### src/rtl/fifo_pkg.sv
// Shared async-FIFO definitions: default sizes, pointer type, Gray decode.
package fifo_pkg;

    localparam int unsigned FIFO_ADDR_SIZE = 4;
    localparam int unsigned FIFO_DATA_SIZE = 8;
    localparam int unsigned FIFO_PTR_W     = FIFO_ADDR_SIZE + 1;

    typedef logic [FIFO_PTR_W-1:0] ptr_t;

    // Gray to binary: each binary bit is the XOR of all Gray bits at or above it.
    function automatic ptr_t gray2bin(input ptr_t g);
        ptr_t b;
        b[FIFO_PTR_W-1] = g[FIFO_PTR_W-1];
        for (int i = int'(FIFO_PTR_W) - 2; i >= 0; i--) begin
            b[i] = b[i+1] ^ g[i];
        end
        return b;
    endfunction

endpackage

### src/rtl/fifo_gray2bin.sv
// Combinational Gray-to-binary converter of parameterised width (XOR prefix from MSB).
module fifo_gray2bin
    import fifo_pkg::*;
#(
    parameter int unsigned WIDTH = FIFO_PTR_W
) (
    input  logic [WIDTH-1:0] gray,
    output logic [WIDTH-1:0] bin
);

    // Running XOR from the MSB down.
    always_comb begin
        bin = '0;
        bin[WIDTH-1] = gray[WIDTH-1];
        for (int i = int'(WIDTH) - 2; i >= 0; i--) begin
            bin[i] = bin[i+1] ^ gray[i];
        end
    end

endmodule

### src/rtl/fifo_wr_ingress.sv
// Write-side ingress of the async FIFO: 2-entry skid buffer feeding winc/wdata,
// plus a registered fill level / almost-full flag from the write-domain Gray pointers.
// Optional level logic is enabled by defining FIFO_WR_AFULL_EN; otherwise wlevel and
// walmost_full are tied low and the pointer inputs are ignored.
module fifo_wr_ingress
    import fifo_pkg::*;
#(
    parameter int unsigned ADDR_SIZE    = FIFO_ADDR_SIZE,
    parameter int unsigned DATA_SIZE    = FIFO_DATA_SIZE,
    parameter int unsigned AFULL_THRESH = 12
) (
    input  logic                 wclk,
    input  logic                 wrst_n,
    input  logic                 s_valid,
    input  logic [DATA_SIZE-1:0] s_data,
    output logic                 s_ready,
    input  logic                 wfull,
    input  logic [ADDR_SIZE:0]   wptr,
    input  logic [ADDR_SIZE:0]   wq2_rptr,
    output logic                 winc,
    output logic [DATA_SIZE-1:0] wdata,
    output logic [ADDR_SIZE:0]   wlevel,
    output logic                 walmost_full
);

    localparam int unsigned PW = ADDR_SIZE + 1;

    logic [DATA_SIZE-1:0] mem [2];
    logic [1:0]           count;
    logic [1:0]           count_next;
    logic                 head;
    logic                 head_next;
    logic                 push;
    logic                 pop;
    logic                 wr_idx;

    assign push   = s_valid && s_ready;
    assign pop    = winc;
    assign winc   = (count != 2'd0) && !wfull;
    assign wdata  = mem[head];
    // Tail slot is head+count mod 2; with count==1 and a pop this is head+1, the same slot.
    assign wr_idx = head ^ count[0];

    // Next count/head from push and pop.
    always_comb begin
        count_next = count;
        head_next  = head;
        if (push && !pop) begin
            count_next = count + 2'd1;
        end else if (pop && !push) begin
            count_next = count - 2'd1;
            head_next  = ~head;
        end else if (pop && push) begin
            head_next  = ~head;
        end
    end

    // Buffer control state and registered ready.
    always_ff @(posedge wclk) begin
        if (!wrst_n) begin
            count   <= 2'd0;
            head    <= 1'b0;
            s_ready <= 1'b0;
        end else begin
            count   <= count_next;
            head    <= head_next;
            s_ready <= (count_next != 2'd2);
        end
    end

    // Storage write; contents need no reset.
    always_ff @(posedge wclk) begin
        if (wrst_n && push) begin
            mem[wr_idx] <= s_data;
        end
    end

`ifdef FIFO_WR_AFULL_EN
    logic [PW-1:0] wbin;
    logic [PW-1:0] rbin;
    logic [PW-1:0] diff;

    fifo_gray2bin #(.WIDTH(PW)) u_wbin (.gray(wptr),     .bin(wbin));
    fifo_gray2bin #(.WIDTH(PW)) u_rbin (.gray(wq2_rptr), .bin(rbin));

    // Modular subtraction covers pointer wrap; a difference of 2**ADDR_SIZE is full.
    assign diff = wbin - rbin;

    // Registered level and almost-full flag.
    always_ff @(posedge wclk) begin
        if (!wrst_n) begin
            wlevel       <= '0;
            walmost_full <= 1'b0;
        end else begin
            wlevel       <= diff;
            walmost_full <= (diff >= PW'(AFULL_THRESH));
        end
    end
`else
    logic unused_ptrs;
    assign unused_ptrs  = ^{wptr, wq2_rptr};
    assign wlevel       = '0;
    assign walmost_full = 1'b0;
`endif

endmodule

### config.mk
export PLATFORM = sky130hd
export DESIGN_NAME = fifo_wr_ingress
export DESIGN_NICKNAME = d
export VERILOG_FILES = /design/src/rtl/fifo_pkg.sv /design/src/rtl/fifo_gray2bin.sv /design/src/rtl/fifo_wr_ingress.sv
export SDC_FILE = /design/constraint.sdc
export NUM_CORES = 1
export LEC_CHECK = 0
export CORE_MARGIN = 8
export CORE_UTILIZATION = 40
export DETAILED_ROUTE_END_ITERATION = 8
export GPL_ROUTABILITY_DRIVEN = 0
export PLACE_DENSITY_LB_ADDON = 0.25
export SLEW_MARGIN = 5
export SYNTH_ARGS = -nofsm -noshare
export SYNTH_HDL_FRONTEND = slang
export SYNTH_SLANG_ARGS = --single-unit
### constraint.sdc
create_clock -name wclk -period 2.6 [get_ports wclk]
set_input_delay 0.52 -clock wclk [delete_from_list [all_inputs] [get_ports wclk]]
set_output_delay 0.52 -clock wclk [all_outputs]
set_load 0.1 [all_outputs]
==> qor.txt <==
status: complete, no violations
port bufs: 21
VDD IR max: 0.580 mV
pin count of the biggest net entering global routing: 12
met3 wire length: 104 um
skew final: 3.72 ps
Seq/Total Area, Yosys: 65.8%
Worst-path clk slew: 110 ps
H-tree depth: 1
Worst Path Required: 2080 ps
post-CTS setup buffer count: 0
CP max FO: 6
core area: 2150 um2
delay-heaviest family, CP: flip-flops
Initial Utilization: 41.1%
Gate power share: 49.8%
f_max: 0.497 GHz
uppermost layer routed: met4
# clock sinks: 21
CP bufs+invs: 2
Unique masters post-synth: 22
total grt overflow: 0
Worst Tran Pin Value: 586 ps
placed inst area: 1100 um2
drt first pass iters: 2
RSZ-0062 raised after global routing: no
routed length per instance: 12.4 um
Routed Antenna Nets: 0
Yosys top cell area share: 54.5%
PwrDens: 1050 nW/um2
Max Slew Vio Count: 0
Die W: 63.0 um
met2 WL: 664 um
Seq cells post-synth: 21
Leak Pwr: 0.434 nW
Row Count: 17
clock root buffer master: clkbuf_4
wl on met1: 629 um
hold_buf cts: 0
mapped cell area: 882 um2
Avg Inst Size Synth: 14.7 um2
area delta synth->final: 27.7%
synth top area cells: edfxtp_1 (54%), mux2_2 (11%), dfxtp_1 (11%)
io pins: 38
CTS tree: done
Slowest-stage cell, CP: dfxtp_1
Clock power frac: 12.6%
crit start category: flop
worst-path cell chain: inv_1, ha_1, nor2_1, buf_12
Ant. Diodes: 0
Hold Crit Class: flop to flop
layout net count: 109
layout cells sized above 1: 29.4%
vias in the first global route: 536
initial antenna violation count: 0
die area: 3960 um2
Cells after Synth: 60
switching portion of total power: 45.6%
Yosys warnings: 0
Period minus WS final: 2010 ps
endpoints failing hold: 0
Design Area, Final: 1130 um2
TritonCTS Buffers: 3
vias: 515
P_sw: 539 uW
Residual DRC: 0
final wirelength: 1410 um
clk buf depth: 2
largest stage delay on the critical path: 430 ps
cell taking the most area after synthesis: edfxtp_1
final setup TNS: 0 ps
Crit Path Class: flop to output port
Overall Global Routing Usage: 7.47%
post_cts resized: 0
Via density: 4.56
global-route wire length before repair: 2410 um
Post-DP HPWL: 1080 um
Finish-stage setup viols: 0
maxcap violations: 0
number of DRC violations after detailed-routing iteration 0: 16
Relative slew margins: 60.7%
sequential power share: 37.6%
Final Util: 52.4%
CP endpoint kind: output port
WP data arrival: 1490 ps
Int Power: 643 uW
clock latency on the worst-skew pair: 290 ps
Die Height: 63.0 um
Tcrit/Tclk final: 77.3%
==> Yosys cell counts (all sizes together) <==
master and count:
nor2 3, nand3 1, and2 2, o21ai 1
clkbuf 1, xor2 2, nor2b 1, o311a 1
dfxtp 5, a21oi 1, edfxtp 16, and3 1
buf 6, ha 1, o211ai 2, o41ai 1
inv 2, or3 1, o211a 1, mux2 9
conb 1, a211oi 1
==> metrics by stage <==
step	setup slack, ps	std cells	hold WS, ps	power (mW)
after CTS	572	113	532	1.19
after floorplan	111	65	473	0.927
after global placement	553	109	510	1.04
after detailed placement	566	109	505	1.04
after global routing	513	113	590	1.24
final	590	113	531	1.18
==> state kept, by name, summed over array words and instances (netlist names), named ones only <==
register	cells
count	2
head	1
mem	16
s_ready	1
==> cell usage in the layout (no fill, tap or decap), types with 2 or more instances in the layout <==
master	instances
dfxtp_1	5
o211ai_1	2
nor2_1	3
xor2_1	2
inv_1	2
buf_4	11
clkdlybuf4s50_1	11
and2_1	2
edfxtp_1	16
clkbuf_4	3
conb_1	6
mux2_2	9
==> per-layer routing <==
layer | GRT usage (%) | vias to the layer above
met5 | 0 | -
met4 | 3.42 | 0
met3 | 3.76 | 2
met2 | 11.1 | 14
met1 | 8.70 | 237
li1 | - | 262
==> power by group through the flow <==
stage / Combinational (mW) / Clock [mW] / Sequential [mW]
6_report: 0.589 / 0.148 / 0.445
2_1_floorplan: 0.466 / 0 / 0.461
3_3_place_gp: 0.589 / 0 / 0.452
5_1_grt: 0.623 / 0.163 / 0.453
3_5_place_dp: 0.591 / 0 / 0.454
4_1_cts: 0.592 / 0.150 / 0.446
==> final cells by class <==
| type | instances | area, um2 |
|---|---|---|
| flip-flops and latches | 21 | 581 |
| inverters | 2 | 7.51 |
| multi-input cells | 35 | 264 |
| clock buffers | 4 | 26.3 |
| fillers | 194 | 1020 |
| repair buffers | 23 | 213 |
| well taps | 28 | 35.0 |
==> worst paths after layout <==
kind	to	depth (start not counted)	startpoint	slack, ps
max	winc	4	count[0]	590
min	s_ready	1	count[0]	530
max reg2reg	s_ready	5	count[0]	950
min reg2reg	s_ready	1	count[0]	530
==> kinds of logic after synthesis <==
| family | count (synthesis) | share of synthesized area, % |
|---|---|---|
| DFF | 21 | 65.8 |
| adders and majority gates | 1 | 1.42 |
| xor gates and xnor gates | 2 | 1.99 |
| muxes | 9 | 11.5 |
| other | 1 | 0.425 |
| AOI/OAI and AO/OA | 8 | 7.09 |
| and+or+nand+nor | 9 | 5.39 |
| buffers and inverters | 9 | 6.38 |
(Power assumes the default switching activity.)
